==> src/rtl/flexbex_efpga_bridge_if.sv <==
// Signal bundle between the flexbex core, the eFPGA bridge and the eFPGA fabric.
// The bridge connects through the slave modport; the core/fabric side uses master.
interface flexbex_efpga_bridge_if;
  logic        efpga_en_i;
  logic [1:0]  efpga_operator_i;
  logic [31:0] efpga_operand_a_i;
  logic [31:0] efpga_operand_b_i;
  logic [3:0]  efpga_delay_i;
  logic        efpga_write_strobe_i;
  logic        efpga_done_o;
  logic [31:0] efpga_result_a_o;
  logic [31:0] efpga_result_b_o;
  logic [31:0] efpga_result_c_o;
  logic [31:0] fab_operand_a_o;
  logic [31:0] fab_operand_b_o;
  logic [1:0]  fab_operator_o;
  logic        fab_start_o;
  logic        fab_wr_o;
  logic [31:0] fab_result_a_i;
  logic [31:0] fab_result_b_i;
  logic [31:0] fab_result_c_i;
  logic        fab_done_i;
  logic        busy_o;
  logic        err_o;

  modport slave (
    input  efpga_en_i, efpga_operator_i, efpga_operand_a_i, efpga_operand_b_i,
           efpga_delay_i, efpga_write_strobe_i,
           fab_result_a_i, fab_result_b_i, fab_result_c_i, fab_done_i,
    output efpga_done_o, efpga_result_a_o, efpga_result_b_o, efpga_result_c_o,
           fab_operand_a_o, fab_operand_b_o, fab_operator_o, fab_start_o, fab_wr_o,
           busy_o, err_o
  );

  modport master (
    output efpga_en_i, efpga_operator_i, efpga_operand_a_i, efpga_operand_b_i,
           efpga_delay_i, efpga_write_strobe_i,
           fab_result_a_i, fab_result_b_i, fab_result_c_i, fab_done_i,
    input  efpga_done_o, efpga_result_a_o, efpga_result_b_o, efpga_result_c_o,
           fab_operand_a_o, fab_operand_b_o, fab_operator_o, fab_start_o, fab_wr_o,
           busy_o, err_o
  );
endinterface

==> src/rtl/flexbex_efpga_bridge.sv <==
// flexbex eFPGA bridge: launches the fabric, enforces the minimum delay, captures results.
// Defining FLEXBEX_EFPGA_TIMEOUT_EN bounds the handshake wait by TIMEOUT_CYCLES.
module flexbex_efpga_bridge #(
  parameter int unsigned TIMEOUT_CYCLES = 255
) (
  input  logic                   clk_i,
  input  logic                   rst_ni,
  flexbex_efpga_bridge_if.slave  io_bus
);

  typedef enum logic [2:0] {
    S_IDLE,
    S_LAUNCH,
    S_WAIT,
    S_CAPTURE,
    S_DONE,
    S_HOLD
  } state_e;

  state_e      r_state;
  logic [31:0] r_opA;
  logic [31:0] r_opB;
  logic [1:0]  r_operator;
  logic [3:0]  r_cnt;
  logic        r_doneSeen;
  logic        r_start;
  logic        r_wr;
  logic        r_done;
  logic        r_busy;
  logic        r_err;
  logic [31:0] r_resA;
  logic [31:0] r_resB;
  logic [31:0] r_resC;

  logic        w_handshake;
  logic        w_doneNow;
  logic        w_waitOver;
  logic        w_timeout;

  assign w_handshake = r_operator[0];
  // A fabric done sampled in the exit cycle itself must count, so bypass the sticky flag.
  assign w_doneNow   = r_doneSeen | io_bus.fab_done_i;
  assign w_waitOver  = (r_cnt == 4'd0) && (!w_handshake || w_doneNow);

`ifdef FLEXBEX_EFPGA_TIMEOUT_EN
  localparam logic [7:0] TimeoutLast = 8'(TIMEOUT_CYCLES - 1);

  logic [7:0] r_waitCnt;

  always_ff @(posedge clk_i) begin
    if (!rst_ni || r_state != S_WAIT || !w_handshake) begin
      r_waitCnt <= 8'd0;
    end else begin
      r_waitCnt <= r_waitCnt + 8'd1;
    end
  end

  assign w_timeout = w_handshake && !w_waitOver && (r_waitCnt == TimeoutLast);
`else
  // TIMEOUT_CYCLES has no effect without the timeout feature.
  assign w_timeout = 1'b0 & (TIMEOUT_CYCLES == 0);
`endif

  always_ff @(posedge clk_i) begin
    if (!rst_ni) begin
      r_state    <= S_IDLE;
      r_opA      <= 32'd0;
      r_opB      <= 32'd0;
      r_operator <= 2'd0;
      r_cnt      <= 4'd0;
      r_doneSeen <= 1'b0;
      r_start    <= 1'b0;
      r_wr       <= 1'b0;
      r_done     <= 1'b0;
      r_busy     <= 1'b0;
      r_err      <= 1'b0;
      r_resA     <= 32'd0;
      r_resB     <= 32'd0;
      r_resC     <= 32'd0;
    end else begin
      r_start <= 1'b0;
      r_wr    <= 1'b0;
      r_done  <= 1'b0;
      case (r_state)
        S_IDLE: begin
          if (io_bus.efpga_en_i) begin
            r_opA      <= io_bus.efpga_operand_a_i;
            r_opB      <= io_bus.efpga_operand_b_i;
            r_operator <= io_bus.efpga_operator_i;
            r_cnt      <= io_bus.efpga_delay_i;
            r_doneSeen <= 1'b0;
            r_err      <= 1'b0;
            r_start    <= 1'b1;
            r_busy     <= 1'b1;
            r_state    <= S_LAUNCH;
          end else if (io_bus.efpga_write_strobe_i) begin
            r_opA <= io_bus.efpga_operand_a_i;
            r_opB <= io_bus.efpga_operand_b_i;
            r_wr  <= 1'b1;
          end
        end
        S_LAUNCH: begin
          if (io_bus.fab_done_i) begin
            r_doneSeen <= 1'b1;
          end
          r_state <= S_WAIT;
        end
        S_WAIT: begin
          if (io_bus.fab_done_i) begin
            r_doneSeen <= 1'b1;
          end
          if (w_waitOver || w_timeout) begin
            r_err   <= w_timeout;
            r_state <= S_CAPTURE;
          end else if (r_cnt != 4'd0) begin
            r_cnt <= r_cnt - 4'd1;
          end
        end
        S_CAPTURE: begin
          if (r_err) begin
            r_resA <= 32'hFFFF_FFFF;
            r_resB <= 32'hFFFF_FFFF;
            r_resC <= 32'hFFFF_FFFF;
          end else begin
            r_resA <= io_bus.fab_result_a_i;
            r_resB <= io_bus.fab_result_b_i;
            r_resC <= io_bus.fab_result_c_i;
          end
          r_done  <= 1'b1;
          r_state <= S_DONE;
        end
        S_DONE: begin
          // Core still requesting: park in HOLD so the same request cannot relaunch.
          r_busy  <= io_bus.efpga_en_i;
          r_state <= io_bus.efpga_en_i ? S_HOLD : S_IDLE;
        end
        S_HOLD: begin
          if (!io_bus.efpga_en_i) begin
            r_busy  <= 1'b0;
            r_state <= S_IDLE;
          end
        end
        default: begin
          r_busy  <= 1'b0;
          r_state <= S_IDLE;
        end
      endcase
    end
  end

  assign io_bus.efpga_done_o     = r_done;
  assign io_bus.efpga_result_a_o = r_resA;
  assign io_bus.efpga_result_b_o = r_resB;
  assign io_bus.efpga_result_c_o = r_resC;
  assign io_bus.fab_operand_a_o  = r_opA;
  assign io_bus.fab_operand_b_o  = r_opB;
  assign io_bus.fab_operator_o   = r_operator;
  assign io_bus.fab_start_o      = r_start;
  assign io_bus.fab_wr_o         = r_wr;
  assign io_bus.busy_o           = r_busy;
  assign io_bus.err_o            = r_err;

endmodule

==> src/flat_wrapper.sv <==
// flat-port wrapper written by rule: the top's interface ports become plain ports
module flexbex_efpga_bridge_flat 
#(
  parameter int unsigned TIMEOUT_CYCLES = 255
)
  (clk_i, rst_ni, io_bus_efpga_en_i, io_bus_efpga_operator_i, io_bus_efpga_operand_a_i, io_bus_efpga_operand_b_i, io_bus_efpga_delay_i, io_bus_efpga_write_strobe_i, io_bus_fab_result_a_i, io_bus_fab_result_b_i, io_bus_fab_result_c_i, io_bus_fab_done_i, io_bus_efpga_done_o, io_bus_efpga_result_a_o, io_bus_efpga_result_b_o, io_bus_efpga_result_c_o, io_bus_fab_operand_a_o, io_bus_fab_operand_b_o, io_bus_fab_operator_o, io_bus_fab_start_o, io_bus_fab_wr_o, io_bus_busy_o, io_bus_err_o);
  flexbex_efpga_bridge_if io_bus_i ();
  input  logic clk_i;
  input  logic rst_ni;
  input wire logic [$bits(io_bus_i.efpga_en_i)-1:0] io_bus_efpga_en_i;
  input wire logic [$bits(io_bus_i.efpga_operator_i)-1:0] io_bus_efpga_operator_i;
  input wire logic [$bits(io_bus_i.efpga_operand_a_i)-1:0] io_bus_efpga_operand_a_i;
  input wire logic [$bits(io_bus_i.efpga_operand_b_i)-1:0] io_bus_efpga_operand_b_i;
  input wire logic [$bits(io_bus_i.efpga_delay_i)-1:0] io_bus_efpga_delay_i;
  input wire logic [$bits(io_bus_i.efpga_write_strobe_i)-1:0] io_bus_efpga_write_strobe_i;
  input wire logic [$bits(io_bus_i.fab_result_a_i)-1:0] io_bus_fab_result_a_i;
  input wire logic [$bits(io_bus_i.fab_result_b_i)-1:0] io_bus_fab_result_b_i;
  input wire logic [$bits(io_bus_i.fab_result_c_i)-1:0] io_bus_fab_result_c_i;
  input wire logic [$bits(io_bus_i.fab_done_i)-1:0] io_bus_fab_done_i;
  output wire logic [$bits(io_bus_i.efpga_done_o)-1:0] io_bus_efpga_done_o;
  output wire logic [$bits(io_bus_i.efpga_result_a_o)-1:0] io_bus_efpga_result_a_o;
  output wire logic [$bits(io_bus_i.efpga_result_b_o)-1:0] io_bus_efpga_result_b_o;
  output wire logic [$bits(io_bus_i.efpga_result_c_o)-1:0] io_bus_efpga_result_c_o;
  output wire logic [$bits(io_bus_i.fab_operand_a_o)-1:0] io_bus_fab_operand_a_o;
  output wire logic [$bits(io_bus_i.fab_operand_b_o)-1:0] io_bus_fab_operand_b_o;
  output wire logic [$bits(io_bus_i.fab_operator_o)-1:0] io_bus_fab_operator_o;
  output wire logic [$bits(io_bus_i.fab_start_o)-1:0] io_bus_fab_start_o;
  output wire logic [$bits(io_bus_i.fab_wr_o)-1:0] io_bus_fab_wr_o;
  output wire logic [$bits(io_bus_i.busy_o)-1:0] io_bus_busy_o;
  output wire logic [$bits(io_bus_i.err_o)-1:0] io_bus_err_o;
  assign io_bus_i.efpga_en_i = io_bus_efpga_en_i;
  assign io_bus_i.efpga_operator_i = io_bus_efpga_operator_i;
  assign io_bus_i.efpga_operand_a_i = io_bus_efpga_operand_a_i;
  assign io_bus_i.efpga_operand_b_i = io_bus_efpga_operand_b_i;
  assign io_bus_i.efpga_delay_i = io_bus_efpga_delay_i;
  assign io_bus_i.efpga_write_strobe_i = io_bus_efpga_write_strobe_i;
  assign io_bus_i.fab_result_a_i = io_bus_fab_result_a_i;
  assign io_bus_i.fab_result_b_i = io_bus_fab_result_b_i;
  assign io_bus_i.fab_result_c_i = io_bus_fab_result_c_i;
  assign io_bus_i.fab_done_i = io_bus_fab_done_i;
  assign io_bus_efpga_done_o = io_bus_i.efpga_done_o;
  assign io_bus_efpga_result_a_o = io_bus_i.efpga_result_a_o;
  assign io_bus_efpga_result_b_o = io_bus_i.efpga_result_b_o;
  assign io_bus_efpga_result_c_o = io_bus_i.efpga_result_c_o;
  assign io_bus_fab_operand_a_o = io_bus_i.fab_operand_a_o;
  assign io_bus_fab_operand_b_o = io_bus_i.fab_operand_b_o;
  assign io_bus_fab_operator_o = io_bus_i.fab_operator_o;
  assign io_bus_fab_start_o = io_bus_i.fab_start_o;
  assign io_bus_fab_wr_o = io_bus_i.fab_wr_o;
  assign io_bus_busy_o = io_bus_i.busy_o;
  assign io_bus_err_o = io_bus_i.err_o;
  flexbex_efpga_bridge #(.TIMEOUT_CYCLES(TIMEOUT_CYCLES)) u_core (.clk_i(clk_i), .rst_ni(rst_ni), .io_bus(io_bus_i));
endmodule
==> config.mk <==
export PLATFORM = sky130hd
export DESIGN_NAME = flexbex_efpga_bridge_flat
export DESIGN_NICKNAME = d
export VERILOG_FILES = /design/src/rtl/flexbex_efpga_bridge_if.sv /design/src/rtl/flexbex_efpga_bridge.sv /design/src/flat_wrapper.sv
export SDC_FILE = /design/constraint.sdc
export NUM_CORES = 1
export LEC_CHECK = 0
export ABC_AREA = 1
export CORE_AREA = 2 2 130 132
export CTS_CLUSTER_SIZE = 16
export DETAILED_ROUTE_END_ITERATION = 12
export DIE_AREA = 0 0 132 134
export PLACE_DENSITY = 0.91
export SLEW_MARGIN = 40
export SYNTH_ARGS = -nofsm -noshare
export SYNTH_HDL_FRONTEND = slang
export SYNTH_SLANG_ARGS = --single-unit
export TNS_END_PERCENT = 10
==> constraint.sdc <==
create_clock -name clk_i -period 1.42 [get_ports clk_i]
set_input_delay 0.284 -clock clk_i [delete_from_list [all_inputs] [get_ports clk_i]]
set_output_delay 0.284 -clock clk_i [all_outputs]
set_load 0.02 [all_outputs]
Word-level counts from Yosys, hierarchy flattened
Index checks and enable logic that the tools add are counted.
{"block": "totals", "reg_bits": 175, "inputBits": 171, "out_inout_bits": 167, "word_cells": 77}
{"block": "op_classes", "n_addsub": 1, "eq_ne": 11, "mux": 27, "bitwise": 4, "n_reduce_logical": 20}
{"cell": "32-bit two-way mux", "count": 7}
{"cell": "3-bit one-hot mux with 6 select lines", "count": 1}
{"cell": "3-bit two-way mux", "count": 4}
{"cell": "4-bit two-way mux", "count": 3}
{"cell": "3-bit AND reduction", "count": 4}
{"cell": "1-bit two-way mux", "count": 8}
{"cell": "4-bit one-hot mux with 2 select lines", "count": 1}
{"cell": "3-bit by 2-bit equality test with 1-bit output (second input constant)", "count": 2}
{"cell": "3-bit equality test (second input constant)", "count": 2}
{"cell": "2-bit by 1-bit != test with 1-bit output (second input constant)", "count": 3}
{"cell": "2-bit != test (second input constant)", "count": 3}
{"cell": "2-bit AND reduction", "count": 3}
{"cell": "2-bit nonzero test", "count": 3}
{"cell": "3-bit OR reduction", "count": 2}
{"cell": "4-bit zero test", "count": 1}
{"cell": "1-bit one-hot mux with 2 select lines", "count": 2}
{"cell": "1-bit one-hot mux with 4 select lines", "count": 1}
{"cell": "4-bit AND reduction", "count": 1}
{"cell": "4-bit nonzero test", "count": 1}
{"cell": "4-bit by 1-bit subtractor with 4-bit output (second input constant)", "count": 1}
{"cell": "3-bit by 1-bit equality test with 1-bit output (second input constant)", "count": 1}
{"cell": "3-bit zero test", "count": 1}
{"cell": "1-bit NOT", "count": 3}
{"cell": "2-bit OR reduction", "count": 1}
{"cell": "4 further kinds", "count": 4}

Logic depth before layout (Yosys ltp)
{"block": "depth", "depth_word": 5, "ltp_mapped": 8, "ltp_nobuf": 8}

Least setup slack after synthesis
Ideal clock, no wire load.
{"block": "synth_timing", "path_type": "input-to-reg", "startpoint": "in io_bus_efpga_en_i", "endpoint": "reg u_core.r_opA[11] (netlist: u_core.io_bus.fab_operand_a_o[11])", "arrival_ps": 1138, "path_slack_ps": 163, "path_stages": 5, "path_buffers": 3, "cell_sequence": "clkbuf_1 -> o211ai_2 -> clkbuf_1 -> buf_2 -> a21oi_1"}
{"block": "synth_via", "elab_chain_cells": 2}
{"element": "start, declared", "line": "flat_wrapper.sv:10", "rtl": "input wire logic [$bits(io_bus_i.efpga_en_i)-1:0] io_bus_efpga_en_i;"}
{"element": "2-bit nonzero test (no line)"}
{"element": "2-bit AND reduction (no line)"}
{"element": "end signal, assigned", "line": "flexbex_efpga_bridge.sv:87", "rtl": "r_opA <= io_bus.efpga_operand_a_i;"}
{"element": "end signal, assigned", "line": "flexbex_efpga_bridge.sv:97", "rtl": "r_opA <= io_bus.efpga_operand_a_i;"}
{"element": "end, declared", "line": "flexbex_efpga_bridge.sv:21", "rtl": "logic [31:0] r_opA;"}
Parallel ways exist; a longest one is shown, timed or not.
A chain may end at the register's enable or synchronous reset.

Worst setup path in the final report
{"block": "layout_timing", "startpoint": "reg u_core.r_operator[0] (netlist: u_core.io_bus.fab_operator_o[0])", "endpoint": "out io_bus_fab_operator_o[0]"}
{"element": "start, declared", "line": "flexbex_efpga_bridge.sv:23", "rtl": "logic [1:0] r_operator;"}
{"element": "start signal, assigned", "line": "flexbex_efpga_bridge.sv:89", "rtl": "r_operator <= io_bus.efpga_operator_i;"}
{"element": "end, declared", "line": "flat_wrapper.sv:26", "rtl": "output wire logic [$bits(io_bus_i.fab_operator_o)-1:0] io_bus_fab_operator_o;"}
No word-level cell between the ends.

==> impl_results.md <==
* Status: finished clean
* Maximum clock frequency at 724 MHz
* Final Max Slew Viols at 0
* #FFs+latches synth at 174
* Critical Path Fanout Max at 2
* Post-Layout Cell Count at 1355
* Buffers and inverters on the worst path at 1
* Full die area at 0.0177 mm²
* First-pass GRT wire length at 31900 µm
* DRC viols at 0
* N_diodes at 0
* Via-to-Cell Ratio at 4.75
* Share of cells above drive strength 1 at 0.0802
* Setup slack, reg-to-reg at 0.07 ns
* Iteration-0 DRC Markers at 233
* Cell chain of the critical path: clkdlybuf4s15_1
* Hold Path Depth at 3
* Sink Count at 174
* Root Buffer: clkbuf_16
* Clock transition at path regs at 0.07 ns
* Wire per inst at 14.7 µm
* Num rows at 47
* Setup CP Type: reg -> out
* Sequential area share after synthesis at 0.556
* Die Wd at 132 µm
* WL final at 19900 µm
* GR Util met3 at 0.0839
* Area Growth Syn to Fin at 64.7%
* Clock latency on the worst-skew pair at 0.42 ns
* Reg2Reg Depth at 5
* Pre-CTS setup slack at -0.257 ns
* Final Hold Fails at 0
* Initial core utilization at 0.384
* Pin count of the biggest net entering global routing at 80
* Crit path capture type: primary output
* Req. time, crit path at 1.14 ns
* Netlist cell types at 23
* Detail Placement HPWL at 14600 µm
* Number of max-cap violations at 0
* Post-synth top area share at 0.556
* Final worst path period share at 0.973
* IO Count at 338
* Worst Clk Skew at 0.00947 ns
* Setup TNS at 0 ns
* Area of the multi-input gates at 0.00221 mm²
* Mapped Avg Cell Area at 7.88 µm²
* Grt total ovfl at 0
* RSZ-0062 raised after global routing: true
* CP max-delay cell: dfxtp_1
* CP delay by family, top: flip-flops
* Register area at 0.00349 mm²
* Final setup fails at 0
* VDD IR-drop max at 758 µV
* Crit path DAT at 1.10 ns
* GPL Wtd Cong at 0.823
* Synthesized net count at 967
* H-tree levels at 4
* Hold path start: rst_ni
* Via count at 6443
* Fillers at 1368
* Post-route ant nets at 0
* Synthesis Warnings at 0
* Met2 Resource Use GR at 0.383
* Mapped cell area at 0.00626 mm²
* LEAKAGE at 4.67 nW
* Worst r2r dst: u_core.io_bus.efpga_result_c_o[17]
* TritonCTS clock tree: done
* Final Util at 0.633
* Hold Path End: u_core.r_state[2]
* P per Cell Area at 1810 mW/mm²
* Worst path max stage delay at 0.37 ns
* CP Launch Type: register
* Die height at 134 µm
* Most Crowded Layer GR: met2
* Vias in the first global route at 6370
* Final Critical Period at 1.38 ns
* Initial antenna violation count at 0
* PnR worst setup slack at 0.0380 ns
* CTS buffer count at 17
* R2R Path Start: u_core.r_state[0]
* GRT Util Overall at 0.222
* Fin nets at 1294
* # port buffers at 336
* Met1 GRT Util at 0.248
* Gate count of the mapped netlist at 795
* Top post-synthesis cells by area: dfxtp_1, nor2_1, o21ai_1, o21ai_0, a21oi_1
* 1st-pass router iterations at 4
* CTS max path bufs at 2
* Core area at 0.0163 mm²
* Synth area leader: dfxtp_1
* Placed insts at 1322
* Hold crit path type: in -> reg
-- what timing repair did --
| item | CTS | global route |
|---|---|---|
| hold buffers | 0 | 0 |
| setup buffers | 0 | 1 |
| gates cloned | 0 | 0 |
| endpoints found under the hold margin | 0 | 0 |
| resized for setup | 190 | 106 |
| setup endpoints to repair | 197 | 124 |
| pin swaps | 0 | 1 |
-- routing by layer --
metal | vias to the layer above | routed length, µm
li1 | 3203 | -
met1 | 2948 | 7960
met2 | 254 | 9680
met3 | 38 | 1800
met4 | 0 | 510
met5 | - | 0
-- cell families after synthesis --
| group | Yosys count | synth area share |
|---|---|---|
| DFF | 174 | 0.556 |
| buffers and inverters | 133 | 0.0933 |
| other | 1 | 0.000599 |
| AOI/OAI and AO/OA | 242 | 0.196 |
| and+or+nand+nor | 244 | 0.152 |
| adders and majority gates | 1 | 0.00200 |
-- power breakdown --
part / internal (W) / switching, W
clock: 0.00246 / 0.00202
sequential: 0.00621 / 0.000723
combinational: 0.00296 / 0.00425
-- through the flow --
stage | cell area [µm²] | hold WS, ns | total power [W]
after global routing | 10300 | 0.202 | 0.0197
after detailed placement | 9910 | 0.434 | 0.0149
final | 10300 | 0.207 | 0.0186
after CTS | 10300 | 0.182 | 0.0187
after floorplan | 6260 | 0.419 | 0.0109
after global placement | 9910 | 0.430 | 0.0146
-- area by class of cell --
class / instances / area share
timing repair buffer: 362 / 0.337
multi-input combinational: 488 / 0.214
clock inverter: 13 / 0.0127
sequential: 174 / 0.338
tap: 220 / 0.0267
inverter: 79 / 0.0288
clock buffer: 19 / 0.0420
-- worst max path at each step --
| stage | cells after the start | slack [ns] | endpoint | startpoint |
|---|---|---|---|---|
| after global routing | 5 | -0.02 | u_core.io_bus.efpga_result_c_o[17] | u_core.r_state[0] |
| after detailed placement | 6 | -0.26 | u_core.io_bus.fab_operand_b_o[26] | io_bus_efpga_en_i |
| after CTS | 1 | -0.001 | io_bus_efpga_result_c_o[6] | u_core.io_bus.efpga_result_c_o[6] |
| after global placement | 7 | -0.17 | u_core.r_cnt[2] | io_bus_efpga_en_i |
| final | 1 | 0.04 | io_bus_fab_operator_o[0] | u_core.io_bus.fab_operator_o[0] |
| after floorplan | 5 | 0.16 | u_core.io_bus.fab_operand_a_o[11] | io_bus_efpga_en_i |
-- tightest hold or removal path, stage by stage --
cell and delay, ns:
buf_4 0.17, o21ai_0 0.09, inv_1 0.04
-- synth_stat cells, drive strengths merged --
cell,number
a21oi,69
a31oi,1
inv,79
nand2,21
o211ai,1
o21ai,169
dfxtp,174
buf,27
clkbuf,27
ha,1
nor3,5
nand3,8
conb,1
o21a,1
nor2,210
a22o,1
-- registers in the layout, summed over array words and instances (netlist names), 2 cells and up --
| register | cells |
|---|---|
| u_core.r_state | 3 |
| u_core.r_cnt | 4 |
| u_core.io_bus.fab_operator_o | 2 |
| u_core.io_bus.efpga_result_c_o | 32 |
| u_core.io_bus.efpga_result_b_o | 32 |
| u_core.io_bus.fab_operand_b_o | 32 |
| u_core.io_bus.fab_operand_a_o | 32 |
| u_core.io_bus.efpga_result_a_o | 32 |
-- placed cells by master, fill, tap and decap left out, types with 8 or more instances in the layout --
| master | count |
|---|---|
| inv_1 | 76 |
| clkbuf_16 | 17 |
| nand2_1 | 19 |
| o21ai_0 | 73 |
| clkdlybuf4s15_1 | 79 |
| dlygate4sd2_1 | 65 |
| nor2_1 | 207 |
| clkdlybuf4s50_1 | 169 |
| a21oi_1 | 69 |
| dfxtp_1 | 171 |
| o21ai_1 | 96 |
| buf_12 | 8 |
| clkbuf_2 | 21 |
| nand3_1 | 8 |
| buf_4 | 17 |
Note: power is estimated with default switching activity, not from simulation.
